--- src/rtl/timer_responder_if.sv ---
// ----------------------------------------------------------------------------
// timer_responder_if
//   Data-port bus between the MEM stage (initiator) and a memory-mapped
//   responder such as the countdown timer.
//   addr    : byte address from the initiator
//   byte_en : write byte enables, 4'b0000 means no write
//   wdata   : lane-aligned write data
//   rdata   : read data returned combinationally by the responder
//   Modports: master = initiator side, slave = responder side.
// ----------------------------------------------------------------------------
interface timer_responder_if;
    logic [31:0] addr;
    logic [3:0]  byte_en;
    logic [31:0] wdata;
    logic [31:0] rdata;

    modport master (output addr, output byte_en, output wdata, input rdata);
    modport slave  (input addr, input byte_en, input wdata, output rdata);
endinterface

--- src/rtl/timer_responder.sv ---
// ----------------------------------------------------------------------------
// timer_responder
//   Memory-mapped countdown timer answering a 16-byte window at BASE.
//   Registers: 0x0 CTRL {IM, MODE[1:0], EN}, 0x4 PRESET, 0x8 COUNT (RO).
//   Offset 0xC and addresses outside the window read as zero.
//   Ports:
//     clk   : system clock, rising-edge state updates
//     reset : asynchronous reset, active-low
//     bus   : data-port slave (addr, byte_en, wdata in; rdata out)
//     irq   : registered interrupt request toward CP0
// ----------------------------------------------------------------------------
module timer_responder #(
    parameter logic [31:0] BASE = 32'h0000_7f00
) (
    input  logic                 clk,
    input  logic                 reset,
    timer_responder_if.slave     bus,
    output logic                 irq
);

    typedef enum logic [1:0] {
        IDLE = 2'd0,
        LOAD = 2'd1,
        CNT  = 2'd2,
        INT  = 2'd3
    } state_t;

    state_t      state;
    logic [3:0]  ctrl;
    logic [31:0] preset;
    logic [31:0] count;
    logic        pending;
    logic        pending_next;

    logic [1:0]  offset;
    logic        hit;
    logic        wr_full;
    logic        wr_ctrl;
    logic        wr_preset;
    logic        auto_reload;
    logic        unused_addr_lsb;

    // Word-aligned accesses only; the byte offset within a word is irrelevant.
    assign unused_addr_lsb = ^bus.addr[1:0];

    assign offset      = bus.addr[3:2];
    assign hit         = (bus.addr[31:4] == BASE[31:4]) && (offset != 2'b11);
    // Sub-word stores are trapped upstream, so only full-word writes count.
    assign wr_full     = hit && (bus.byte_en == 4'b1111);
    assign wr_ctrl     = wr_full && (offset == 2'b00);
    assign wr_preset   = wr_full && (offset == 2'b01);
    // MODE 1x behaves as one-shot; only 01 reloads.
    assign auto_reload = (ctrl[2:1] == 2'b01);

    always_comb begin
        bus.rdata = 32'b0;
        if (hit) begin
            case (offset)
                2'b00:   bus.rdata = {28'b0, ctrl};
                2'b01:   bus.rdata = preset;
                2'b10:   bus.rdata = count;
                default: bus.rdata = 32'b0;
            endcase
        end
    end

    // Pending is sticky in one-shot mode and a single-cycle pulse in
    // auto-reload mode; any accepted CTRL write clears it, even in INT.
    always_comb begin
        pending_next = pending;
        if (state == INT) begin
            pending_next = 1'b1;
        end else if (auto_reload) begin
            pending_next = 1'b0;
        end
        if (wr_ctrl) begin
            pending_next = 1'b0;
        end
    end

    always_ff @(posedge clk or negedge reset) begin
        if (!reset) begin
            state   <= IDLE;
            ctrl    <= 4'b0;
            preset  <= 32'b0;
            count   <= 32'b0;
            pending <= 1'b0;
            irq     <= 1'b0;
        end else begin
            pending <= pending_next;
            irq     <= pending_next & ctrl[3];

            if (wr_preset) begin
                preset <= bus.wdata;
            end

            case (state)
                IDLE: begin
                    if (ctrl[0]) begin
                        state <= LOAD;
                    end
                end
                LOAD: begin
                    count <= preset;
                    state <= CNT;
                end
                CNT: begin
                    if (!ctrl[0]) begin
                        state <= IDLE;
                    end else if (count == 32'd0) begin
                        // Preset of zero: never decrement below zero.
                        state <= INT;
                    end else begin
                        count <= count - 32'd1;
                        if (count == 32'd1) begin
                            state <= INT;
                        end
                    end
                end
                INT: begin
                    if (auto_reload) begin
                        state <= LOAD;
                    end else begin
                        ctrl[0] <= 1'b0;
                        state   <= IDLE;
                    end
                end
                default: state <= IDLE;
            endcase

            // Placed last so a CPU write overrides the FSM clearing EN.
            if (wr_ctrl) begin
                ctrl <= bus.wdata[3:0];
            end
        end
    end

endmodule

--- src/flat_wrapper.sv ---
// flat-port wrapper written by rule: the top's interface ports become plain ports
module timer_responder_flat 
#(
    parameter logic [31:0] BASE = 32'h0000_7f00
)
  (clk, reset, irq, bus_addr, bus_byte_en, bus_wdata, bus_rdata);
  timer_responder_if bus_i ();
  input  logic clk;
  input  logic reset;
  output logic irq;
  input wire logic [$bits(bus_i.addr)-1:0] bus_addr;
  input wire logic [$bits(bus_i.byte_en)-1:0] bus_byte_en;
  input wire logic [$bits(bus_i.wdata)-1:0] bus_wdata;
  output wire logic [$bits(bus_i.rdata)-1:0] bus_rdata;
  assign bus_i.addr = bus_addr;
  assign bus_i.byte_en = bus_byte_en;
  assign bus_i.wdata = bus_wdata;
  assign bus_rdata = bus_i.rdata;
  timer_responder #(.BASE(BASE)) u_core (.clk(clk), .reset(reset), .bus(bus_i), .irq(irq));
endmodule
--- config.mk ---
export PLATFORM = sky130hd
export DESIGN_NAME = timer_responder_flat
export DESIGN_NICKNAME = d
export VERILOG_FILES = /design/src/rtl/timer_responder_if.sv /design/src/rtl/timer_responder.sv /design/src/flat_wrapper.sv
export SDC_FILE = /design/constraint.sdc
export NUM_CORES = 1
export LEC_CHECK = 0
export BUFFER_PORTS_ARGS = -buffer_cell sky130_fd_sc_hd__buf_2
export CAP_MARGIN = 20
export CORE_ASPECT_RATIO = 0.7
export CORE_MARGIN = 4
export CORE_UTILIZATION = 58
export DETAILED_ROUTE_END_ITERATION = 8
export PLACE_DENSITY = 0.86
export SLEW_MARGIN = 20
export SYNTH_ARGS = -nofsm -noshare
export SYNTH_HDL_FRONTEND = slang
export SYNTH_SLANG_ARGS = --single-unit
--- constraint.sdc ---
create_clock -name clk -period 4.2 [get_ports clk]
set_input_delay 0.21 -clock clk [delete_from_list [all_inputs] [get_ports clk]]
set_output_delay 0.21 -clock clk [all_outputs]
set_load 0.02 [all_outputs]
# == Word-level counts from Yosys, hierarchy flattened ==
# Cells that the tools add are included.
# totals
regBits,72
input_bits,70
out_inout_bits,33
word_cells,53
# op_classes
add_sub_neg,1
eq_ne,15
mux,17
bitwise,1
n_reduce_logical,12
# op_table
operator,n
$mux W32,3
$pmux W32 S3,1
$pmux W32 S2,1
$eq A32 B1 Y1 const B,1
$logic_not A32 Y1,1
$sub A32 B1 Y32 const B,1
$eq A28 B11 Y1 const B,1
$mux W2,4
$pmux W2 S4,1
$mux W1,7
$eq A2 B1 Y1 const B,3
$eq A2 B2 Y1 const B,3
$ne A2 B1 Y1 const B,3
$eq A4 B4 Y1 const B,1
$logic_and A1 B1 Y1,4
$logic_not A2 Y1,2
$ne A2 B2 Y1 const B,2
$ne A4 B4 Y1 const B,1
$reduce_and A2 Y1,2
$reduce_bool A2 Y1,2
$reduce_and A3 Y1,1
$and A1 B1 Y1,1

# == Longest topological paths before layout ==
# depth
ltp_word,6
depth_mapped,10
mapped_depth_nobuf,8

# == Worst setup path before layout ==
# No wires, ideal clock.
# synth_path
kind,flip-flop to flip-flop
start,register u_core.count[0]
end,register u_core.count[15]
setup_ns,0.123
arrival_ns,2.070
t_required_ns,4.077
path_slack_ns,2.007
stages_incl_launch_ff,10
path_buffers,2
period_less_slack_ns,2.193
cell_sequence,dfrtp_1 inv_1 ha_1 buf_1 and3_1 buf_2 a41o_1 or4_1 o22ai_1 a21oi_1
# synth_via
elab_chain_cells,4
elab_cells_between_ends,7
classes_between,1 x add/sub; 1 x eq/ne; 3 x mux; 2 x reduce/logical
# synth_lines
element,line,text
"start, declared",timer_responder.sv:31,logic [31:0] count;
"start signal, assigned",timer_responder.sv:104,count <= preset;
"start signal, assigned",timer_responder.sv:114,count <= count - 32'd1;
$sub A32 B1 Y32,timer_responder.sv:114,
$mux W32,timer_responder.sv:110,end else if (count == 32'd0) begin
$mux W32,timer_responder.sv:108,if (!ctrl[0]) begin
$pmux W32 S2,timer_responder.sv:97,case (state)
# Parallel ways exist; a longest one is shown, timed or not. The select of a mux whose other input is x is not followed.
# A chain may end at the register's enable or synchronous reset.

# == Worst setup path after layout ==
# layout_path
start,register u_core.state[0]
end,register u_core.count[1]
# layout_via
elab_chain_cells,3
elab_cells_between_ends,7
classes_between,4 x eq/ne; 1 x mux; 2 x reduce/logical
# layout_lines
element,line,text
"start, declared",timer_responder.sv:28,state_t state;
"start signal, assigned",timer_responder.sv:83,state <= IDLE;
"start signal, assigned",timer_responder.sv:100,state <= LOAD;
"start signal, assigned",timer_responder.sv:105,state <= CNT;
$eq A2 B2 Y1 or $eq A2 B1 Y1 (tied branches),timer_responder.sv:97,
"$ne A2 B1 Y1 (no line), or another cell as far along",-,
$reduce_and A3 Y1 (no line),-,
# Parallel ways exist; a longest one is shown, timed or not.

==> impl_metrics.env <==
export IMPL_hold_class="in2reg"
export IMPL_synth_distinct_cells=49
export IMPL_cts_root_buf="clkbuf_8"
export IMPL_grt_usage=0.288
export IMPL_tns_ps=0
export IMPL_wire_per_inst_um=19.0
export IMPL_p_sw_w=0.000376
export IMPL_grt_pass1_wl_um=19800
export IMPL_fin_crit_ps=3300
export IMPL_drv_slew=0
export IMPL_cap_violations=0
export IMPL_gp_routability_congestion=0.847
export IMPL_pwr_share_seq=0.483
export IMPL_clkLatencyLatePin_ps=350
export IMPL_setup_viol=0
export IMPL_drtAntennaViolNets=0
export IMPL_syn_avg_cell_area_sq_um=9.27
export IMPL_required_ps=4470
export IMPL_drt_iter0_drc=547
export IMPL_final_hold_violation_count=0
export IMPL_cts_tree="yes"
export IMPL_die_h_um=79.6
export IMPL_p_clk_frac=0.411
export IMPL_drive_gt1_frac=0.302
export IMPL_start_kind="register"
export IMPL_antenna_found_initial=0
export IMPL_rows=25
export IMPL_routed_wl_um=12200
export IMPL_ys_warnings_count=0
export IMPL_ys_seq_elements=72
export IMPL_ys_flop_type="dfrtp_1"
export IMPL_synth_nets=534
export IMPL_gr_total_overflow=0
export IMPL_first_pass_iters=6
export IMPL_p_comb_frac=0.105
export IMPL_p_leak_nw=2.35
export IMPL_crit_fanout=17
export IMPL_nNetsFinal=620
export IMPL_die_x_um=110
export IMPL_max_slew_worst_pin_slew_ps=1050
export IMPL_cts_buffers=9
export IMPL_io_pins=103
export IMPL_yosysSeqAreaShare=0.424
export IMPL_fin_crit_sh=0.786
export IMPL_end_kind="register"
export IMPL_grt_max_degree=49
export IMPL_worst_ep_arrival_time_ps=3570
export IMPL_via_per_inst=6.47
export IMPL_switching_share=0.258
export IMPL_internal_power_w=0.00108
export IMPL_dp_hpwl_um=8220
export IMPL_io_buffers=100
export IMPL_holdWs_ps=80.2
export IMPL_peakVddDrop_mv=0.193
export IMPL_final_cell_mix="buf_2, nor2_1, dfrtp_1"
export IMPL_die_area_sq_um=8780
export IMPL_netlist_area_sq_um=4250
export IMPL_drcViolationCount=0
export IMPL_finClkSkew_ps=10.9
export IMPL_async_flop_share=1.00
export IMPL_start_util=0.612
export IMPL_cts_reportedPaths_clkPinSlew_ps=80
export IMPL_synth_edf_count=0
export IMPL_final_common_cell="buf_2"
export IMPL_h_tree_depth=3
export IMPL_areaGrowthSynthToFinish_pct=17.6
export IMPL_power_density_nw_per_um2=293
export IMPL_fp_coreArea_sq_um=6940
export IMPL_criticalPathCategory="reg2reg"
export IMPL_cts_sinks=72
export IMPL_grt_pass1_vias=3951
export IMPL_run_status="finished, final reports clean"
export IMPL_timing_fmax_mhz=303
export IMPL_vias=4163
export IMPL_clk_path_buf_depth=2
export IMPL_rsz0062_at_grt="false"
export IMPL_n_antenna_cell=0
export IMPL_max_slew_margin=0.288
export IMPL_syn_inst=458
[critical path, cell delays in order (launching register included)]
cell,delay (ps)
dfrtp_1,430
inv_1,110
ha_1,730
nand2_1,170
a41oi_1,830
nor2_1,470
o2bb2ai_1,260
a21oi_1,200
[through the flow]
stage / total power, W / setup WS [ps] / cells / util / cell area [sq um]
after global placement: 0.000861 / 1290 / 626 / 0.687 / 4770
after floorplan: 0.000797 / 2010 / 458 / - / 4250
after CTS: 0.00146 / 1090 / 643 / 0.719 / 4990
after detailed placement: 0.000867 / 1160 / 626 / 0.687 / 4770
final: 0.00146 / 900 / 643 / 0.719 / 4990
after global routing: 0.00151 / 719 / 643 / 0.719 / 4990
[worst paths after layout]
check,start,endpoint,slack [ps],cells after the start
max in group asynchronous,reset,u_core.preset[3],2680,3
hold reg to reg,u_core.preset[23],u_core.count[23],540,1
hold / removal,bus_wdata[0],u_core.ctrl[0],80,3
setup / recovery,u_core.state[0],u_core.count[1],900,7
setup reg to reg,u_core.state[0],u_core.count[1],900,7
min in group asynchronous,reset,u_core.preset[31],480,2
[Yosys cell counts (all sizes together) (10+ instances only)]
master / instances / share of area
nand3: 14 / 0.017
o22ai: 11 / 0.016
nor2: 77 / 0.069
a22oi: 29 / 0.051
nand2: 28 / 0.025
a21oi: 18 / 0.021
inv: 10 / 0.0088
mux2: 35 / 0.093
dfrtp: 72 / 0.42
o21ai: 13 / 0.015
clkbuf: 23 / 0.021
buf: 11 / 0.017
nand4: 14 / 0.021
nor4: 13 / 0.028
[registers in the layout, summed over array words and instances (netlist names)]
register        count
u_core.count       32
u_core.preset      32
u_core.ctrl         4
u_core.state        2
u_core.irq          1
u_core.pending      1
[area by class of cell]
cell class	instances	area [sq um]
Fill cell	559	1950
Clock buffer	10	128
Sequential cell	72	1800
Inverter	10	37.5
Multi-Input combinational cell	342	2250
Tap cell	94	118
Timing Repair Buffer	109	571
Clock inverter	6	83.8
[cell families (layout without fill, tap and decap cells)]
family / after synthesis / after routing / synth area share
flops: 72 / 72 / 0.424
compound gates: 108 / 108 / 0.178
buf+inv: 44 / 135 / 0.0463
xor+xnor: 2 / 2 / 0.00413
simple gates: 182 / 182 / 0.215
mux: 44 / 44 / 0.114
fa+ha+maj: 6 / 6 / 0.0177
[metal layers]
metal,share of wire,vias to the layer above,global-route usage
met5,0,-,0
met3,0.095,27,0.0517
met1,0.41,2008,0.393
li1,-,1875,-
met4,0.017,0,0.0800
met2,0.48,253,0.473
[power by group through the flow]
stage	Sequential [W]	Combinational [W]	Clock [W]
2_1_floorplan	0.000717	0.0000805	0
3_3_place_gp	0.000719	0.000143	0
3_5_place_dp	0.000719	0.000148	0
4_1_cts	0.000705	0.000149	0.000603
5_1_grt	0.000707	0.000168	0.000637
6_report	0.000706	0.000154	0.000601
[timing repair]
action,4_1_cts,5_1_grt
hold endpoints to repair,34,0
buffers inserted,0,0
endpoints found under the setup margin,0,0
gates resized for setup,0,0
hold buffers,1,0
(Power assumes the default switching activity.)
